## src/rtl/alu_seq_pkg.sv

```systemverilog
// Shared definitions for the ALU sequencer: FSM state encoding, default
// datapath widths and the legal range of the ALU latency counter.
package alu_seq_pkg;

  localparam int unsigned W_DEF       = 8;
  localparam int unsigned OPW_DEF     = 4;
  localparam int unsigned KW_DEF      = 2;
  localparam int unsigned ALU_LAT_DEF = 1;
  localparam int unsigned ALU_LAT_MAX = 15;
  localparam int unsigned CNT_W       = 4;

  typedef enum logic [1:0] {
    IDLE  = 2'd0,
    ISSUE = 2'd1,
    WAIT  = 2'd2,
    RESP  = 2'd3
  } state_e;

endpackage

```

## src/rtl/alu_sequencer_rr_arb2.sv

```systemverilog
// rr_arb2: two-way round-robin arbiter, purely combinational.
// Ports:
//   vld    - request valid per requester
//   last   - requester granted most recently
//   gnt    - one-hot grant (zero when nothing is valid)
//   gnt_id - index of the granted requester
module rr_arb2 (
  input  logic [1:0] vld,
  input  logic       last,
  output logic [1:0] gnt,
  output logic       gnt_id
);

  // A lone requester always wins; on contention the one not served last wins.
  always_comb begin
    gnt_id = 1'b0;
    unique case (vld)
      2'b10:   gnt_id = 1'b1;
      2'b11:   gnt_id = ~last;
      default: gnt_id = 1'b0;
    endcase
    gnt = vld & (gnt_id ? 2'b10 : 2'b01);
  end

endmodule

```

## src/rtl/alu_sequencer.sv

```systemverilog
// alu_sequencer: shares one ALU between two requesters, one operation in
// flight, round-robin arbitration, fixed ALU latency.
// Ports:
//   CLK, RST                    - clock, asynchronous active-low reset
//   REQ_VLD/REQ_RDY             - request handshake per requester
//   REQ_OPT/REQ_A/REQ_B/REQ_KEY - per-requester opcode, operands, key
//   RSP_VLD/RSP_RDY/RSP_ID/RSP_Z - response handshake, owner and result
//   ALU_ENA/OPT/RGA/RGB/KEY     - registered ALU drive
//   ALU_RGZ                     - ALU result
//   BUSY                        - sequencer not idle
module alu_sequencer
  import alu_seq_pkg::*;
#(
  parameter int unsigned W       = W_DEF,
  parameter int unsigned OPW     = OPW_DEF,
  parameter int unsigned KW      = KW_DEF,
  parameter int unsigned ALU_LAT = ALU_LAT_DEF  // 1..ALU_LAT_MAX
) (
  input  logic            CLK,
  input  logic            RST,
  input  logic [1:0]      REQ_VLD,
  output logic [1:0]      REQ_RDY,
  input  logic [2*OPW-1:0] REQ_OPT,
  input  logic [2*W-1:0]  REQ_A,
  input  logic [2*W-1:0]  REQ_B,
  input  logic [2*KW-1:0] REQ_KEY,
  output logic            RSP_VLD,
  input  logic            RSP_RDY,
  output logic            RSP_ID,
  output logic [W-1:0]    RSP_Z,
  output logic            ALU_ENA,
  output logic [OPW-1:0]  ALU_OPT,
  output logic [W-1:0]    ALU_RGA,
  output logic [W-1:0]    ALU_RGB,
  output logic [KW-1:0]   ALU_KEY,
  input  logic [W-1:0]    ALU_RGZ,
  output logic            BUSY
);

  localparam logic [CNT_W-1:0] LAT_LOAD = CNT_W'(ALU_LAT);

  state_e           state_q, state_d;
  logic             last_q, last_d;
  logic [CNT_W-1:0] cnt_q, cnt_d;
  logic             ena_q, ena_d;
  logic [OPW-1:0]   opt_q, opt_d;
  logic [W-1:0]     rga_q, rga_d;
  logic [W-1:0]     rgb_q, rgb_d;
  logic [KW-1:0]    key_q, key_d;
  logic             rsp_vld_q, rsp_vld_d;
  logic             rsp_id_q, rsp_id_d;
  logic [W-1:0]     rsp_z_q, rsp_z_d;
  logic             busy_q, busy_d;

  logic [1:0] arb_gnt;
  logic       arb_id;

  rr_arb2 u_arb (
    .vld    (REQ_VLD),
    .last   (last_q),
    .gnt    (arb_gnt),
    .gnt_id (arb_id)
  );

  // Ready only while idle; forced low while reset is held so all outputs read 0.
  assign REQ_RDY = (state_q == IDLE && RST) ? arb_gnt : 2'b00;

  // Next-state and datapath capture.
  always_comb begin
    state_d   = state_q;
    last_d    = last_q;
    cnt_d     = cnt_q;
    ena_d     = ena_q;
    opt_d     = opt_q;
    rga_d     = rga_q;
    rgb_d     = rgb_q;
    key_d     = key_q;
    rsp_vld_d = rsp_vld_q;
    rsp_id_d  = rsp_id_q;
    rsp_z_d   = rsp_z_q;
    unique case (state_q)
      IDLE: begin
        if (|REQ_VLD) begin
          opt_d    = arb_id ? REQ_OPT[OPW +: OPW] : REQ_OPT[0 +: OPW];
          rga_d    = arb_id ? REQ_A[W +: W]       : REQ_A[0 +: W];
          rgb_d    = arb_id ? REQ_B[W +: W]       : REQ_B[0 +: W];
          key_d    = arb_id ? REQ_KEY[KW +: KW]   : REQ_KEY[0 +: KW];
          rsp_id_d = arb_id;
          ena_d    = 1'b1;
          state_d  = ISSUE;
        end
      end
      ISSUE: begin
        cnt_d   = LAT_LOAD;
        state_d = WAIT;
      end
      WAIT: begin
        cnt_d = cnt_q - CNT_W'(1);
        // Last latency cycle: result is valid now, capture it.
        if (cnt_q == CNT_W'(1)) begin
          rsp_z_d   = ALU_RGZ;
          rsp_vld_d = 1'b1;
          ena_d     = 1'b0;
          state_d   = RESP;
        end
      end
      RESP: begin
        if (RSP_RDY) begin
          rsp_vld_d = 1'b0;
          last_d    = rsp_id_q;
          state_d   = IDLE;
        end
      end
      default: state_d = IDLE;
    endcase
    busy_d = (state_d != IDLE);
  end

  // State and output registers.
  always_ff @(posedge CLK or negedge RST) begin
    if (!RST) begin
      state_q   <= IDLE;
      last_q    <= 1'b1;
      cnt_q     <= '0;
      ena_q     <= 1'b0;
      opt_q     <= '0;
      rga_q     <= '0;
      rgb_q     <= '0;
      key_q     <= '0;
      rsp_vld_q <= 1'b0;
      rsp_id_q  <= 1'b0;
      rsp_z_q   <= '0;
      busy_q    <= 1'b0;
    end else begin
      state_q   <= state_d;
      last_q    <= last_d;
      cnt_q     <= cnt_d;
      ena_q     <= ena_d;
      opt_q     <= opt_d;
      rga_q     <= rga_d;
      rgb_q     <= rgb_d;
      key_q     <= key_d;
      rsp_vld_q <= rsp_vld_d;
      rsp_id_q  <= rsp_id_d;
      rsp_z_q   <= rsp_z_d;
      busy_q    <= busy_d;
    end
  end

  assign RSP_VLD = rsp_vld_q;
  assign RSP_ID  = rsp_id_q;
  assign RSP_Z   = rsp_z_q;
  assign ALU_ENA = ena_q;
  assign ALU_OPT = opt_q;
  assign ALU_RGA = rga_q;
  assign ALU_RGB = rgb_q;
  assign ALU_KEY = key_q;
  assign BUSY    = busy_q;

endmodule
```

## config.mk

```make
export PLATFORM = sky130hd
export DESIGN_NAME = alu_sequencer
export DESIGN_NICKNAME = d
export VERILOG_FILES = /design/src/rtl/alu_seq_pkg.sv /design/src/rtl/alu_sequencer_rr_arb2.sv /design/src/rtl/alu_sequencer.sv
export SDC_FILE = /design/constraint.sdc
export NUM_CORES = 1
export LEC_CHECK = 0
export ABC_AREA = 1
export CAP_MARGIN = 15
export CORE_ASPECT_RATIO = 1.4
export CORE_MARGIN = 1
export CORE_UTILIZATION = 35
export CTS_CLUSTER_SIZE = 24
export DETAILED_ROUTE_END_ITERATION = 12
export DONT_BUFFER_PORTS = 1
export PLACE_DENSITY = 0.58
export SLEW_MARGIN = 15
export SYNTH_ARGS = -nofsm -noshare
export SYNTH_HDL_FRONTEND = slang
export SYNTH_SLANG_ARGS = --single-unit
```

## constraint.sdc

```tcl
create_clock -name CLK -period 1.3 [get_ports CLK]
set_input_delay 0.195 -clock CLK [delete_from_list [all_inputs] [get_ports CLK]]
set_output_delay 0.195 -clock CLK [all_outputs]
set_load 0.02 [all_outputs]
```

# Yosys cells after proc, flatten, opt, wreduce, memory -nomap -nowiden
# Index checks and enable logic that the tools add are counted.
[op_classes]
reduce_logical = 12
bitwise = 2
addsub = 1
n_eq_ne = 9
mux = 18
[ops]
columns = ["cell", "n"]
rows = [
  ["8-bit 2-to-1 mux", 2],
  ["2-bit 2-to-1 mux", 6],
  ["2-bit equality test, second input constant", 4],
  ["2-bit one-hot mux with 4 select lines", 1],
  ["4-bit one-hot mux with 2 select lines", 1],
  ["2-bit nonzero test", 4],
  ["1-bit one-hot mux with 2 select lines", 3],
  ["2-bit AND reduction", 3],
  ["3-bit AND reduction", 2],
  ["4-bit by 1-bit equality test with 1-bit output, second input constant", 1],
  ["1-bit 2-to-1 mux", 4],
  ["4-bit 2-to-1 mux", 1],
  ["2-bit inequality test, second input constant", 2],
  ["4-bit by 1-bit subtractor with 4-bit output, second input constant", 1],
  ["2-bit bitwise AND", 1],
  ["2-bit by 1-bit equality test with 1-bit output, second input constant", 1],
  ["2-bit zero test", 1],
  ["2-bit by 1-bit inequality test with 1-bit output, second input constant", 1],
  ["2-bit OR reduction", 1],
  ["1-bit logical AND", 1],
  ["1-bit NOT", 1],
]
[word_totals]
out_inout_bits = 36
input_bits = 57
reg_bits = 41

# Longest topological paths before layout
# Gate-level depths: netlist (run 1).
[depth]
ltp_word = 5
depth_mapped = 8
mapped_depth_nobuf = 8

# By module
# A second synthesis (run 1) with hierarchy kept.
[hier_totals]
hier_cells = 233
hier_area_um2 = 2133.3
[by_module_without_submodules]
columns = ["module", "instances", "cells_each", "seq_area_each_um2", "area_per_inst_um2"]
rows = [
  ["alu_sequencer", 1, 228, 1027.2, 2098.3],
  ["rr_arb2", 1, 5, 0.0, 35.0],
]

# Worst setup path before layout (run 1)
# No wires, ideal clock.
[synth_path]
kind = "register -> register"
start = "register state_q[0]"
end = "register key_q[1] (netlist: ALU_KEY[1])"
t_required_ns = 1.176
setup_time_ns = 0.124
t_arrival_ns = 1.214
slack_ns = -0.038
path_stages_with_launch = 9
path_buffers = 1
synth_period_minus_slack_ns = 1.338
cell_sequence = "dfrtp_1 inv_1 ha_1 inv_2 nor2_8 inv_4 buf_6 nand2_1 nand2_1"
[synth_via]
elab_chain_len = 2
[synth_rtl]
columns = ["element", "line_no", "source"]
rows = [
  ["start, declared", "alu_sequencer.sv:42", "state_e state_q, state_d;"],
  ["start signal, assigned", "alu_sequencer.sv:135", "state_q <= state_d;"],
  ["2-bit zero test", "alu_sequencer.sv:81", "unique case (state_q)"],
  ["2-bit AND reduction (no line)", "n/a", ""],
  ["end signal, assigned", "alu_sequencer.sv:142", "key_q <= key_d;"],
  ["end, declared", "alu_sequencer.sv:49", "logic [KW-1:0] key_q, key_d;"],
]
# No other way between the ends.
# A chain may end at the register's enable or synchronous reset.

# Worst setup path in the final report (run 1)
[layout_path]
start = "register state_q[0]"
end = "output port REQ_RDY[0]"
[layout_via]
elab_chain_len = 3
[layout_rtl]
columns = ["element", "line_no", "source"]
rows = [
  ["2-bit zero test", "alu_sequencer.sv:66", "assign REQ_RDY = (state_q == IDLE && RST) ? arb_gnt : 2'b00;"],
  ["1-bit logical AND", "alu_sequencer.sv:66", ""],
  ["2-bit 2-to-1 mux", "alu_sequencer.sv:66", ""],
  ["end, declared", "alu_sequencer.sv:22", "output logic [1:0] REQ_RDY,"],
]
# No other way between the ends.

==> results of run 1 <==
cells in the mapped netlist:
master	instances
o21ai_2	8
o21ai_0	2
dfstp_2	1
inv_2	1
nor2_8	1
a21oi_1	4
nor3b_1	1
inv_1	44
buf_2	2
o211ai_1	22
a31oi_1	1
nor3_1	1
buf_4	2
dfrtp_1	40
nand2_2	1
nand3_2	1
nor2_2	1
nand3_1	3
nand2_1	94
o21ai_1	1
buf_6	5
nor2_1	15
ha_1	5
inv_4	1
power breakdown:
group          internal (mW)  leakage (nW)  switching (mW)
sequential              1.93         0.498            1.09
clock                  0.626        0.0585           0.433
combinational           1.56         0.895            1.71
worst max-delay path, delay by kind of cell, from the launching register on:
kind	cells	cell delay [ns]
simple gates	2	0.20
fa+ha+maj	1	0.18
buf+inv	2	0.22
flops	1	0.39
state kept, by name, indices dropped and copies added (netlist names):
register,flops
ALU_ENA,1
ALU_KEY,2
ALU_OPT,4
ALU_RGA,8
ALU_RGB,8
BUSY,1
RSP_ID,1
RSP_VLD,1
RSP_Z,8
cnt_q,4
last_q,1
state_q,2
layer usage:
layer / track usage (%) / vias up / part of all wire [%]
met2: 29.1 / 62 / 54
met3: 5.83 / 6 / 7.6
met4: 4.61 / 0 / 1.1
met5: 0 / - / 0
met1: 15.7 / 806 / 37
li1: - / 860 / -
stage by stage:
stage	total power, mW	util, %	setup TNS (ns)
after floorplan	4.77	-	-0.156
after global placement	5.39	38.7	-0.0322
after detailed placement	5.47	38.7	-0.746
after CTS	6.86	43.7	-2.63
after global routing	7.87	47.4	-4.94
final	7.35	47.4	-2.68
worst max path at each step:
stage               startpoint         end  slack [ns]
floorplan           state_q[0]    RSP_Z[6]      -0.009
global placement    state_q[1]     ALU_ENA       -0.02
detailed placement  state_q[0]  ALU_OPT[3]       -0.05
CTS                     last_q  REQ_RDY[0]       -0.17
global route        state_q[0]  REQ_RDY[0]       -0.22
finish              state_q[0]  REQ_RDY[0]       -0.18
final cells by class:
cell class	count	area, sq um	share of cell area [%]
clock inverter	1	30.0	1.09
inverter	46	180	6.53
clock buffer	7	86.3	3.13
tap	70	87.6	3.18
multi-input combinational	161	925	33.5
sequential	41	1030	37.3
timing repair buffer	35	422	15.3
logic make-up after synthesis:
group                      after synthesis  synth area share [%]
and+or+nand+nor                        118                  22.8
buffers and inverters                   55                  12.2
DFF                                     41                  48.9
AOI/OAI and AO/OA                       38                  13.2
adders and majority gates                5                  2.98
timing repair:
action	CTS	global route
resized for setup	13	26
gates cloned	2	1
setup endpoints to repair	34	41
hold endpoints to repair	42	0
pin swaps	4	13
buffers inserted	4	11
hold buffers	3	0
==> impl_metrics.csv, run 1 <==
group,metric,value,unit
placement,dpl_cell_area,0.00225,sq mm
critical_path,critPathKind,"reg -> out",
clock_tree,clk_latency,0.29,ns
finish,mostFrequentLayoutCells,"89 x nand2_1, 41 x inv_1, 40 x dfrtp_1",
critical_path,regToRegSetupSlack,-0.13,ns
sta,hold_violations,0,
critical_path,path_max_fanout,4,
sta,setup_violations,30,
critical_path,crit_chain,"inv_2 > ha_4 > nand3_4 > nor2_4 > buf_6",
routing,ant_nets,0,
run,drv_cap,0,
finish,final_cells,361,
critical_path,cp-start-kind,"register",
placement,dp.final_hpwl,3320,um
routing,vias_per_cell,4.80,
routing,routedWlPerCell,14.3,um
global_routing,grt_pass1_wl,7290,um
status,violations,"setup timing",
worst_hold_path,hp-start,"ALU_RGZ[2]",
routing,drc_errors,0,
clock_tree,cts.htree.levels,2,
yosys,ys_types,24,
critical_path,critPathSlowestCell,"dfrtp_1",
die,fp.dieArea,0.00632,sq mm
routing,routed_wl,5180,um
global_routing,grt_antenna_before_repair,0,
yosys,synth_top_area_share,47.6,%
power,p_leak,1.45,nW
die,initial_core_util,36.1,%
power,ir_drop,1.03,mV
sta,holdWs,0.0351,ns
placement,place_congestion,0.751,
sta,fin_crit_sh,114,%
global_routing,gr-total-overflow,0,
yosys,yosys.area.top_type,"dfrtp_1",
sta,slew_violations,0,
critical_path,r2r-end,"BUSY",
finish,nFillCells,545,
yosys,synthTopCellsByArea,"dfrtp_1 48%, nand2_1 17%, inv_1 7.9%, o211ai_1 7.9%, o21ai_2 3.3%",
worst_hold_path,hold_path_end,"RSP_Z[2]",
die,pin_count,93,
yosys,yosysWarnings,0,
worst_hold_path,min_path_type,"in -> reg",
clock_tree,root_buffer,"clkbuf_8",
finish,layout_commonest_cell,"nand2_1",
placement,placed_cells,332,
finish,final_cell_area,0.00276,sq mm
clock_tree,clk_path_buf_depth,2,
routing,drt_first_pass_iters,4,
critical_path,cpPeakStageDelay,0.39,ns
power,power_density,2660,mW/mm^2
worst_hold_path,hold_depth,2,
clock_tree,clk_pin_slew_worst_paths,0.08,ns
die,dieHeight,93.7,um
sta,skew,0.00460,ns
finish,final_nets,352,
global_routing,grt_usage,15.8,%
finish,antenna_cells,0,
critical_path,reg2reg_from,"state_q[0]",
sta,max_freq,0.678,GHz
sta,grt_setup_unrepaired,"yes",
routing,drtIter0Drc,34,
critical_path,worst-r2r-cell-count,10,
die,die_x,67.5,um
clock_tree,cts_sinks,41,
sta,layout_min_cycle_time,1.48,ns
yosys,synth.net_count,319,
sta,fin_ws,-0.176,ns
yosys,yosysSeqAreaShare,48.9,%
finish,area_delta_synth_final,31.2,%
critical_path,arrival,1.28,ns
clock_tree,tritoncts,"yes",
yosys,syn_area,0.00210,sq mm
placement,portBuffers,0,
clock_tree,numCtsBuffers,5,
finish,drive_gt1_share,25.1,%
die,core_area,0.00582,sq mm
global_routing,grt_max_degree,42,
status,run_status,"finished with violations",
critical_path,cp.required,1.11,ns
yosys,avgSynthCellArea,8.18,sq um
global_routing,grt_pass1_vias,1619,
sta,slew_headroom,82.8,%
yosys,netlist_instances,257,
die,std_cell_rows,33,
placement,dp_slack,-0.0450,ns
yosys,synth-seq-cells,41,
sta,tightestPinTransition,0.257,ns
routing,num_vias,1734,
critical_path,end_kind,"output pin",
Note: power is estimated with default switching activity, not from simulation.
==> inputs of run 2 (changes only) <==
- ABC_AREA: 1 -> 0
- PLACE_DENSITY: 0.58 -> unset
- PLACE_DENSITY_LB_ADDON: unset -> 0.3
==> impl_metrics.csv, run 2 <==
group,metric,value,unit
finish,final_cell_area,0.00294,sq mm
sta,tightestPinTransition,0.297,ns
critical_path,crit_chain,"inv_2 > buf_6 > ha_4 > and4bb_1 > buf_6 > mux2_4",
die,std_cell_rows,32,
global_routing,grt_usage,16.4,%
worst_hold_path,hold_path_end,"ALU_RGA[5]",
routing,drt_first_pass_iters,4,
clock_tree,root_buffer,"clkbuf_8",
placement,dp.final_hpwl,3120,um
global_routing,grt_antenna_before_repair,0,
global_routing,grt_pass1_wl,7490,um
power,p_switching,3.39,mW
power,power_density,2720,mW/mm^2
global_routing,grt_max_degree,44,
yosys,ys_types,36,
yosys,synthTopCellsByArea,"dfrtp_1 49%, a21oi_1 7.4%, a21oi_2 6.1%, mux2_4 5.9%, nand2_1 4.8%",
critical_path,cpPeakStageDelay,0.40,ns
clock_tree,numCtsBuffers,5,
critical_path,crit_top_cell,"buf_6",
yosys,yosys.area.top_type,"dfrtp_1",
power,p_leak,1.22,nW
placement,dpl_cell_area,0.00222,sq mm
routing,drc_errors,0,
clock_tree,tritoncts,"yes",
routing,routed_wl,5050,um
power,power,8.01,mW
critical_path,cp.required,1.48,ns
die,core_area,0.00553,sq mm
yosys,async_flop_share,100,%
placement,placed_cells,270,
critical_path,crit_buf_inv,3,
critical_path,arrival,1.72,ns
yosys,yosysSeqAreaShare,50.8,%
die,die_x,66.3,um
sta,setup_violations,39,
finish,area_delta_synth_final,45.3,%
clock_tree,cts_sinks,41,
yosys,synth-seq-cells,41,
global_routing,grt_pass1_vias,1598,
sta,slew_violations,0,
clock_tree,clk_path_buf_depth,2,
finish,drive_gt1_share,49.4,%
yosys,netlist_instances,195,
routing,drtIter0Drc,74,
sta,grt_setup_unrepaired,"yes",
finish,final_cells,303,
critical_path,regToRegSetupSlack,-0.23,ns
worst_hold_path,min_path_type,"in -> reg",
die,dieHeight,92.0,um
yosys,avgSynthCellArea,10.4,sq um
sta,slew_headroom,80.2,%
sta,tns,-5.81,ns
status,violations,"setup timing",
worst_hold_path,hp-start,"REQ_A[5]",
power,intPower,4.62,mW
sta,hold_violations,0,
routing,vias_per_cell,5.29,
critical_path,end_kind,"register",
sta,fin_ws,-0.234,ns
finish,layout_commonest_cell,"dfrtp_1",
sta,holdWs,0.0267,ns
sta,skew,0.00857,ns
critical_path,worst-r2r-cell-count,6,
critical_path,path_max_fanout,5,
die,fp.dieArea,0.00609,sq mm
yosys,synth-edff-count,0,
clock_tree,cts.htree.levels,2,
die,initial_core_util,36.6,%
clock_tree,clk_pin_slew_worst_paths,0.09,ns
sta,layout_min_cycle_time,1.53,ns
critical_path,crit_family,"flip-flops",
routing,routedWlPerCell,16.7,um
placement,place_congestion,0.851,
routing,ant_nets,0,
sta,fin_crit_sh,118,%
critical_path,reg2reg_from,"state_q[0]",
power,ir_drop,1.67,mV
die,pin_count,93,
placement,dp_slack,-0.128,ns
critical_path,critPathSlowestCell,"dfrtp_1",
worst_hold_path,hold_depth,2,
critical_path,critPathKind,"reg -> reg",
critical_path,r2r-end,"RSP_Z[1]",
yosys,syn_area,0.00202,sq mm
placement,portBuffers,0,
critical_path,cp-start-kind,"register",
power,power_frac_comb,50.7,%
finish,mostFrequentLayoutCells,"40 x dfrtp_1, 25 x nand2_1, 23 x nor2_1",
yosys,synth.most_common_cell,"dfrtp_1",
finish,utilization,53.2,%
finish,final_nets,296,
power,swShare,42.4,%
finish,antenna_cells,0,
routing,num_vias,1603,
yosys,synth.net_count,257,
sta,max_freq,0.652,GHz
power,seqPwrFrac,38.6,%
run,drv_cap,0,
yosys,ys_top_cells_by_count,"40 x dfrtp_1, 30 x a21oi_1, 26 x nand2_1, 25 x nor2_1, 14 x a21oi_2",
status,run_status,"finished with violations",
clock_tree,clk_latency,0.29,ns
yosys,yosysWarnings,0,
yosys,synth_top_area_share,49.5,%
yosys,synth_ff_type,"dfrtp_1",
global_routing,gr-total-overflow,0,
power,pwr-share-clk,10.7,%
run 2: cell types whose count changed after synthesis, moves of 7 or more:
cell	delta
o21ai_2	-7
nor2_1	+10
o211ai_1	-22
nand2_1	-68
a21oi_1	+26
mux2_4	+8
inv_1	-38
a21oi_2	+14
run 2: routing by layer:
metal	track usage, %	vias up	routed length, um
li1	-	747	-
met3	4.98	6	387
met4	5.50	0	53
met2	29.2	73	2760
met5	0	-	0
met1	18.0	777	1850
run 2: worst reg2reg max path, cell delays in order, from the launching register on:
cell	delay (ns)
dfrtp_1	0.40
inv_2	0.10
buf_6	0.11
ha_4	0.11
and4bb_1	0.25
buf_6	0.15
mux2_4	0.30
run 2: area by class of cell:
cell class                 instances  area [sq um]
clock inverter                     3          25.0
inverter                           6          22.5
timing repair buffer              42           505
tap                               68          85.1
multi-input combinational        138          1210
sequential                        41          1030
clock buffer                       5          68.8
fill                             469          2580
run 2: worst max path at each step:
stage / from / endpoint / cells after the start
after floorplan: state_q[0] / RSP_Z[0] / 6
after global placement: state_q[0] / state_q[0] / 5
after detailed placement: state_q[0] / state_q[0] / 5
after CTS: state_q[0] / REQ_RDY[0] / 6
after global routing: state_q[0] / REQ_RDY[0] / 6
final: state_q[0] / RSP_Z[1] / 6
run 2: cells by family (layout without fill, tap and decap cells):
family | Yosys count | count (layout) | synth area share (%)
adders and majority gates | 5 | 5 | 3.09
and+or+nand+nor | 62 | 62 | 13.5
muxes | 12 | 12 | 8.04
AOI/OAI and AO/OA | 59 | 59 | 19.5
DFF | 41 | 41 | 50.8
buffers and inverters | 16 | 56 | 5.07
run 2: repair_timing:
item,4_1_cts,5_1_grt
setup buffers,9,7
setup endpoints to repair,40,43
gates cloned,4,0
resized for setup,51,29
endpoints found under the hold margin,41,46
pin swaps,22,8
run 2: power by group through the flow:
stage | combinational, mW | sequential, mW | clock, mW
floorplan | 1.96 | 2.98 | 0
global placement | 2.57 | 3.10 | 0
detailed placement | 2.64 | 3.10 | 0
CTS | 3.65 | 3.09 | 0.909
global route | 4.40 | 3.18 | 0.976
finish | 4.06 | 3.09 | 0.855
==> inputs of run 3 (changes only) <==
- REMOVE_ABC_BUFFERS: unset -> 1
- SETUP_SLACK_MARGIN: unset -> 0.3
==> impl_metrics.csv, run 3 (same netlist as run 2, synthesis figures left out) <==
group,metric,value,unit
clock_tree,clk_pin_slew_worst_paths,0.09,ns
sta,slew_headroom,73.8,%
power,power_density,2850,mW/mm^2
global_routing,grt_max_degree,44,
placement,place_congestion,0.793,
critical_path,crit_end,"RSP_Z[7]",
clock_tree,tritoncts,"yes",
die,initial_core_util,36.6,%
sta,layout_min_cycle_time,1.51,ns
sta,slew_violations,0,
sta,tns,-4.14,ns
status,run_status,"finished with violations",
sta,hold_violations,41,
worst_hold_path,min_path_type,"in -> async",
sta,skew,0.0126,ns
die,dieHeight,92.0,um
sta,fin_ws,-0.211,ns
global_routing,gr-total-overflow,0,
global_routing,grt_antenna_before_repair,0,
die,pin_count,93,
critical_path,path_max_fanout,8,
sta,setup_violations,36,
sta,grt_setup_unrepaired,"yes",
finish,area_delta_synth_final,42.3,%
clock_tree,cts.htree.levels,2,
finish,mostFrequentLayoutCells,"34 x dfrtp_1, 25 x nand2_1, 22 x a21oi_2",
critical_path,reg2reg_from,"state_q[0]",
critical_path,r2r-end,"RSP_Z[7]",
routing,routedWlPerCell,18.9,um
power,pwr-share-clk,10.0,%
power,seqPwrFrac,38.2,%
power,swShare,42.4,%
critical_path,startpoint,"state_q[0]",
global_routing,grt_pass1_wl,8090,um
critical_path,arrival,1.68,ns
finish,final_nets,286,
die,fp.dieArea,0.00609,sq mm
run,drv_cap,0,
finish,nFillCells,486,
power,power,8.19,mW
routing,drt_first_pass_iters,4,
power,ir_drop,1.15,mV
placement,portBuffers,0,
die,core_area,0.00553,sq mm
routing,ant_nets,0,
die,die_x,66.3,um
power,intPower,4.72,mW
die,std_cell_rows,32,
critical_path,worst-r2r-cell-count,5,
global_routing,grt_pass1_vias,1577,
routing,drtIter0Drc,30,
sta,max_freq,0.662,GHz
placement,placed_cells,271,
placement,dp.final_hpwl,3260,um
sta,fin_crit_sh,116,%
routing,num_vias,1543,
finish,final_cell_area,0.00288,sq mm
routing,routed_wl,5530,um
global_routing,grt_usage,18.2,%
power,p_leak,1.16,nW
finish,utilization,52.1,%
critical_path,regToRegSetupSlack,-0.21,ns
routing,drc_errors,0,
critical_path,end_kind,"register",
critical_path,critPathKind,"reg -> reg",
sta,tightestPinTransition,0.392,ns
placement,dp_slack,-0.178,ns
finish,final_cells,292,
power,p_switching,3.47,mW
clock_tree,clk_latency,0.30,ns
routing,vias_per_cell,5.28,
finish,drive_gt1_share,54.9,%
critical_path,cp.required,1.47,ns
clock_tree,root_buffer,"clkbuf_8",
finish,antenna_cells,0,
clock_tree,clk_path_buf_depth,2,
finish,layout_commonest_cell,"dfrtp_1",
status,violations,"hold timing, setup timing",
sta,holdWs,-0.418,ns
clock_tree,cts_sinks,41,
clock_tree,numCtsBuffers,5,
placement,dpl_cell_area,0.00223,sq mm
critical_path,cp-start-kind,"register",
power,power_frac_comb,51.8,%
==> run 3: changes by cell type in the layout (fill, tap and decap cells not counted), sizes merged <==
cell         delta
buf             -5
clkbuf          +2
clkinvlp        -1
dlygate4sd3     -6
inv             -1
==> run 3: final cells by class <==
type                       instances  area (sq um)  share of cell area (%)
clock buffer                       6          72.6                    2.52
inverter                           6          22.5                   0.782
timing repair buffer              32           455                    15.8
tap                               68          85.1                    2.96
sequential                        41          1030                    35.9
multi-input combinational        138          1200                    41.7
clock inverter                     1          8.76                   0.304
==> run 3: worst max-delay path: stages (launching register included) <==
cell      delay [ns]
dfrtp_1         0.39
inv_2           0.09
ha_2            0.19
and4bb_2        0.28
buf_12          0.14
mux2_4          0.30
==> run 3: power groups by stage <==
stage	clock, mW	sequential [mW]	combinational (mW)
after floorplan	0	2.97	1.80
after global placement	0	3.07	2.64
after detailed placement	0	3.08	2.72
after CTS	0.854	3.09	3.74
after global routing	0.905	3.22	4.56
final	0.820	3.13	4.24
==> run 3: worst min path at each step <==
stage	startpoint	to	slack (ns)	cells past startpoint
2_1_floorplan	RST	ALU_ENA	-0.10	0
3_3_place_gp	RST	RSP_VLD	-0.1	0
3_5_place_dp	RST	ALU_RGA[6]	-0.1	0
4_1_cts	RST	ALU_OPT[1]	-0.43	0
5_1_grt	RST	RSP_ID	-0.44	0
6_report	RST	RSP_ID	-0.42	0
==> run 3: metal layers <==
| layer | GRT usage [%] | routed length (um) |
|---|---|---|
| met1 | 20.0 | 2130 |
| met2 | 33.5 | 2920 |
| met3 | 5.10 | 318 |
| met4 | 4.26 | 159 |
| met5 | 0 | 0 |
==> run 3: what timing repair did <==
action | in CTS | in global routing
resized for setup | 43 | 50
setup endpoints to repair | 44 | 46
pin swaps | 11 | 17
endpoints found under the hold margin | 41 | 41
setup buffers | 5 | 4
cloned | 5 | 0
